## src/rtl/wavetable_sequencer_pkg.sv

```systemverilog
// Shared types and widths for the wavetable sequencer and its readers.
// Latency: none. This file holds declarations only.
// Backpressure: none.
package wavetable_sequencer_pkg;

  // Table index width used by the long-percent tables. This is the default PHASE_WIDTH.
  localparam int LONG_PERCENT_WIDTH = 8;

  // Default number of fractional phase bits below the table index.
  localparam int INCREMENT_FRAC_WIDTH = 16;

  // Oscillator state. In IDLE the reader must output 0.
  typedef enum logic [1:0] {
    IDLE  = 2'd0,
    FRONT = 2'd1,
    BACK  = 2'd2
  } oscillator_state_t;

endpackage

```

## src/rtl/wavetable_sequencer_phase_accumulator.sv

```systemverilog
// Phase accumulator: holds acc and exposes carry of acc + increment.
// Latency: acc updates 1 cycle after clear_i or step_i.
// Backpressure: none. clear_i has priority over step_i.
module wavetable_sequencer_phase_accumulator #(
  parameter int WIDTH = 24
) (
  input  logic             clock,
  input  logic             reset,
  input  logic             clear_i,
  input  logic             step_i,
  input  logic [WIDTH-1:0] increment_i,
  output logic [WIDTH-1:0] acc_o,
  output logic             carry_o
);

  logic [WIDTH-1:0] acc_q, acc_d;
  logic [WIDTH:0]   sum;

  // The sum is one bit wider than acc. Its top bit marks a table wrap.
  assign sum     = {1'b0, acc_q} + {1'b0, increment_i};
  assign carry_o = sum[WIDTH];
  assign acc_o   = acc_q;

  // Next value. A wrap keeps the low remainder so the phase stays continuous.
  always_comb begin
    acc_d = acc_q;
    if (clear_i) begin
      acc_d = '0;
    end else if (step_i) begin
      acc_d = sum[WIDTH-1:0];
    end
  end

  // Accumulator register.
  always_ff @(posedge clock) begin
    if (reset) begin
      acc_q <= '0;
    end else begin
      acc_q <= acc_d;
    end
  end

endmodule

```

## src/rtl/wavetable_sequencer.sv

```systemverilog
// Voice sequencer: plays FRONT once, then loops BACK. Release is taken only on a BACK wrap.
// Latency: tick at t gives new state/phase at t+1 and sample_strobe at t+2.
// Backpressure: none. note pulses act in the cycle they arrive, independent of tick.
module wavetable_sequencer
  import wavetable_sequencer_pkg::*;
#(
  parameter int PHASE_WIDTH = LONG_PERCENT_WIDTH,
  parameter int FRAC_WIDTH  = INCREMENT_FRAC_WIDTH
) (
  input  logic                            clock,
  input  logic                            reset,
  input  logic                            tick,
  input  logic                            note_on,
  input  logic                            note_off,
  input  logic [PHASE_WIDTH+FRAC_WIDTH-1:0] increment,
  output oscillator_state_t               state,
  output logic [PHASE_WIDTH-1:0]          phase,
  output logic                            active,
  output logic                            sample_strobe
);

  localparam int ACC_WIDTH = PHASE_WIDTH + FRAC_WIDTH;

  oscillator_state_t      state_q;
  logic                   stop_pending_q;
  logic [1:0]             strobe_q;
  logic [ACC_WIDTH-1:0]   acc;
  logic                   carry;
  logic                   acc_clear;
  logic                   acc_step;

  // Accumulator control. A retrigger or a release wrap zeroes the phase.
  // Every other tick while sounding advances it.
  assign acc_clear = note_on | (tick & (state_q == BACK) & carry & stop_pending_q);
  assign acc_step  = tick & (state_q != IDLE);

  wavetable_sequencer_phase_accumulator #(
    .WIDTH (ACC_WIDTH)
  ) u_acc (
    .clock       (clock),
    .reset       (reset),
    .clear_i     (acc_clear),
    .step_i      (acc_step),
    .increment_i (increment),
    .acc_o       (acc),
    .carry_o     (carry)
  );

  // Oscillator FSM and release request. note_on overrides everything except reset.
  always_ff @(posedge clock) begin
    if (reset) begin
      state_q        <= IDLE;
      stop_pending_q <= 1'b0;
    end else if (note_on) begin
      state_q        <= FRONT;
      stop_pending_q <= 1'b0;
    end else begin
      if (note_off && (state_q != IDLE)) begin
        stop_pending_q <= 1'b1;
      end
      if (tick) begin
        case (state_q)
          FRONT: begin
            if (carry) begin
              state_q <= BACK;
            end
          end
          BACK: begin
            if (carry && stop_pending_q) begin
              state_q        <= IDLE;
              stop_pending_q <= 1'b0;
            end
          end
          default: begin
          end
        endcase
      end
    end
  end

  // Two-stage tick delay. It lines the strobe up with the reader's registered sample.
  always_ff @(posedge clock) begin
    if (reset) begin
      strobe_q <= 2'b00;
    end else begin
      strobe_q <= {strobe_q[0], tick};
    end
  end

  assign state         = state_q;
  assign phase         = acc[ACC_WIDTH-1:FRAC_WIDTH];
  assign active        = (state_q != IDLE);
  assign sample_strobe = strobe_q[1];

endmodule

```

## config.mk

```make
export PLATFORM = sky130hd
export DESIGN_NAME = wavetable_sequencer
export DESIGN_NICKNAME = d
export VERILOG_FILES = /design/src/rtl/wavetable_sequencer_pkg.sv /design/src/rtl/wavetable_sequencer_phase_accumulator.sv /design/src/rtl/wavetable_sequencer.sv
export SDC_FILE = /design/constraint.sdc
export NUM_CORES = 1
export LEC_CHECK = 0
export ABC_AREA = 1
export CORE_MARGIN = 1.5
export CORE_UTILIZATION = 59
export DETAILED_ROUTE_END_ITERATION = 10
export PLACE_DENSITY = 0.85
export SYNTH_ARGS = -nofsm -noshare
export SYNTH_HDL_FRONTEND = slang
export SYNTH_SLANG_ARGS = --single-unit
```

## constraint.sdc

```tcl
create_clock -name clock -period 4.6 [get_ports clock]
set_input_delay 0.92 -clock clock [delete_from_list [all_inputs] [get_ports clock]]
set_output_delay 0.92 -clock clock [all_outputs]
set_load 0.02 [all_outputs]
```

[Word level (Yosys, flattened, before mapping)]
Index checks and enable logic that the tools add are counted.
Word-level totals
  output and inout port bits: 12
  input bits: 29
  bits in registers: 29
  logic and storage cells: 36
Operators by class
  equality and inequality tests: 6
  $add $sub $neg: 1
  bitwise logic cells: 5
  mux-type cells: 9
  reductions and logical operators: 10
Operators with widths (count)
  $add A24 B24 Y25: 1
  $reduce_and A4 Y1: 2
  $mux W1: 6
  $ne A3 B2 Y1 const B: 2
  $reduce_bool A2 Y1: 3
  $and A1 B1 Y1: 4
  $mux W2: 2
  $ne A2 B1 Y1 const B: 2
  $pmux W2 S2: 1
  $reduce_or A2 Y1: 2
  $reduce_bool A3 Y1: 1
  $eq A2 B1 Y1 const B: 1
  $eq A2 B2 Y1 const B: 1
  $logic_and A1 B1 Y1: 2
  $or A1 B1 Y1: 1

[Logic depth before layout (Yosys ltp)]
  depth after elaboration: 6
  gate-level depth with buffers: 14

[By module]
From an unflattened synthesis, not the netlist that was laid out.
Unflattened totals
  cell total of the unflattened synthesis: 516
  area, all modules: 2904.0 µm²
Modules (own cells, without submodules)
  wavetable_sequencer_phase_accumulator: instances 1, area each 2692.6 µm², cells an instance 485
  wavetable_sequencer: instances 1, area each 211.5 µm², cells an instance 31

[Worst setup path before layout]
No wires, ideal clock.
  kind: input-to-reg
  from: input port increment[0]
  to: register u_acc.acc_q[10], in the netlist u_acc.acc_o[10]
  arrival: 2.522 ns
  data required time: 4.534 ns
  slack: 2.012 ns
  cell stages on the path: 12
  path through: ha_1 > fa_1 > nand3_1 > nand3_1 > nand2_1 > nand2_2 > nand2_1 > nand3_2 > nand4_4 > nand2_4 > buf_12 > a21oi_2
On the way
  cells in the longest elaborated chain, start to end: 5
RTL lines
  from (decl): RTL line wavetable_sequencer.sv:15  | input logic [PHASE_WIDTH+FRAC_WIDTH-1:0] increment,
  $add A24 B24 Y25 *: RTL line wavetable_sequencer_phase_accumulator.sv:20  | assign sum = {1'b0, acc_q} + {1'b0, increment_i};
  $and A1 B1 Y1 (2 in a row): RTL line wavetable_sequencer.sv:34  | assign acc_clear = note_on | (tick & (state_q == BACK) & carry & stop_pending_q);
  $or A1 B1 Y1: RTL line wavetable_sequencer.sv:34
  $reduce_or A2 Y1 (no source line)
  to (signal assigned): RTL line wavetable_sequencer_phase_accumulator.sv:37  | acc_q <= '0;
  to (signal assigned): RTL line wavetable_sequencer_phase_accumulator.sv:39  | acc_q <= acc_d;
  to (decl): RTL line wavetable_sequencer_phase_accumulator.sv:16  | logic [WIDTH-1:0] acc_q, acc_d;
Mark *: on every way between the ends. The rest lies on a longest branch, timed or not.
A chain may end at the register's enable or synchronous reset.

[Worst setup path in the final report]
  from: input port increment[0]
  to: register u_acc.acc_q[1], in the netlist u_acc.acc_o[1]
Same word-level chain as after synthesis.

==> run metrics <==
status=complete, no violations; skew final=0.00755 ns; Placed Area=3000 um2; pwr/cell area=216 nW/um2; proportion of layout cells with a drive suffix above 1=8.33%; Place WS=1.38 ns; maximum vdd ir drop=0.152 mV; largest net degree at the start of global routing=26; Die X=69.7 um; dpl hpwl=4860 um; clock sink total=29; ys flop type=dfxtp_1; Final Non-Filler Cells=496; vias in the first global route=2421; Vias/cell=5.47; aggregate global-route resource usage=26.9%; leakage=1.48 nW; slew margin rel.=50.5%; clk slew on worst S/H paths=0.06 ns; Syn Inst Count=408; CTS Buffer Depth=2; fin crit period=2.92 ns; HP Class=register to register; root buffer cell=clkbuf_8; Vert. Die Dim=69.7 um; Area Growth Syn to Fin=18.2%; initial antenna violation count=0; WS Path Type=input port to register; Starting Density=60.7%; DRT Pass-1 Iters=5; Vias=2715; max cap viols=0; Syn Nets=465; DRC=0; initial DRC count=166; CTS tree=yes; total CTS buffers=5; H-tree levels=2; Design Area, Final=3110 um2; n_diodes=0; Final Cycle Share=63.5%; Syn Area/Cell=6.44 um2; number of setup violations in the final report=0; Die ar.=4860 um2; Final Hold Viols=0; Top-Level Pins=41; clk_lat worst skew=0.29 ns; Site Rows=24; post-synthesis sequential area ratio=22.1%; Synthesis Warnings=0; Crit Path Max Fanout=18; DP Cell Count=488; ANT nets after route=0; final WL=6310 um; Final Max Tran Viols=0; crit path launch type=input port; Data required, critical path=4.81 ns; unrepaired setup endpoints after global routing=no; Post-synth EDFFs=0; Synth area leader=dfxtp_1; Core Area=4320 um2; Yosys cell types=32; total congestion overflow=0; synthesis-stage register bit count=29; CP Capture Type=register; Layout fillers=393; PostCTS Resize Cnt=0; routability cong.=0.903; Nets=500; Least-Margin Pin Slew=0.739 ns; setup slack after layout=1.68 ns; post-synth top area share=22.1%; Avg WL per Cell=12.7 um; input/output buffers=40; top cells by area, synth=dfxtp_1 22%, nand2_1 16%, ha_1 13%; Post CTS Setup Buffer Count=0; crit path DAT=3.13 ns; setup TNS=0 ns; Netlist Area Pre-Place=2630 um2; first-pass GRT wire length=10700 um; async set-reset flop share out of synthesis=0%; fmax=0.343 GHz; # hold bufs at CTS=0
## worst max-delay path, stage by stage
cell and delay [ns]:
clkdlybuf4s50_1 0.40, ha_1 0.24, fa_1 0.43, nand3_1 0.09
nand3_1 0.10, nand2_1 0.09, nand2_2 0.08, nand2_1 0.10
nand3_2 0.11, nand4_4 0.14, nand2_4 0.20, a21oi_1 0.21
## state kept, by name (all words and copies together) (netlist names)
signal	flops
state	2
stop_pending_q	1
u_acc.acc_o	24
strobe_q	2
## path summary, 6_finish.rpt
path	slack, ns	start	end	cells past startpoint
setup / recovery	1.68	increment[0]	u_acc.acc_o[1]	12
hold / removal	0.41	strobe_q[0]	strobe_q[1]	2
setup reg to reg	2.43	u_acc.acc_o[0]	u_acc.acc_o[1]	11
hold reg to reg	0.41	strobe_q[0]	strobe_q[1]	2
## Yosys cell counts (2+ instances only)
cell,instances
inv_1,44
a21boi_0,2
or2_2,3
nand2_1,112
nand3_1,18
nor2_2,4
clkbuf_1,4
o21ai_0,12
ha_1,27
a21oi_1,43
o211ai_1,7
nor3_1,4
nand2_2,3
buf_4,8
o21bai_1,4
nor2_1,49
xor2_1,9
a21oi_2,10
dfxtp_1,29
nand4_1,2
inv_2,3
## cells in the final DEF, fill, tap and decap left out, types with 2 or more instances in the layout
cell             netlist  routed
a21oi_2               10      10
inv_2                  3       3
nor2_2                 4       4
nor2_1                49      49
a21boi_0               2       2
nand2_2                3       3
o21ai_0               12      12
a21oi_1               43      43
ha_1                  27      27
o211ai_1               7       7
clkbuf_8               0       7
nor3_1                 4       4
dfxtp_1               29      29
nand2_1              112     112
inv_1                 44      44
or2_2                  3       3
o21bai_1               4       4
xor2_1                 9       9
clkdlybuf4s50_1        0      40
nand3_1               18      18
nand4_1                2       2
## report_power, final
part | internal, mW | switching [mW] | leakage, nW
Sequential | 0.259 | 0.00513 | 0.236
Combinational | 0.0704 | 0.0978 | 1.19
Clock | 0.135 | 0.103 | 0.0542
## cells by family (layout without fill, tap and decap cells)
kind of cell	Yosys count	count (layout)	synth area share, %
flip-flops	29	29	22.1
buffers and inverters	60	96	10.3
AO/OA/AOI/OAI	81	81	18.2
AND/OR/NAND/NOR	201	201	32.7
adder cells (fa/ha/maj)	28	28	13.6
XOR/XNOR	9	9	3.00
## final cells by class
type                       instances  area, um2  area share [%]
clock buffer                       7       96.3            3.10
tap                               52       65.1            2.10
sequential                        29        581            18.7
timing repair buffer              41        408            13.1
multi-input combinational        319       1770            57.1
inverter                          47        176            5.68
clock inverter                     1       5.00           0.161
## through the flow
step                      hold slack [ns]  utilization [%]  power, mW
after detailed placement            0.400             69.5      0.435
after global routing                0.453             71.8      0.704
final                               0.407             71.8      0.670
after floorplan                     0.388                -      0.381
after CTS                           0.409             71.8      0.674
after global placement              0.390             69.5      0.432
## per-layer routing
metal / global-route usage (%) / vias up / routed length [um]
li1: - / 1393 / -
met2: 42.0 / 89 / 2810
met4: 6.20 / 0 / 64
met3: 5.23 / 9 / 366
met5: 0 / - / 0
met1: 38.4 / 1224 / 3080
Note: power is estimated with default switching activity, not from simulation.
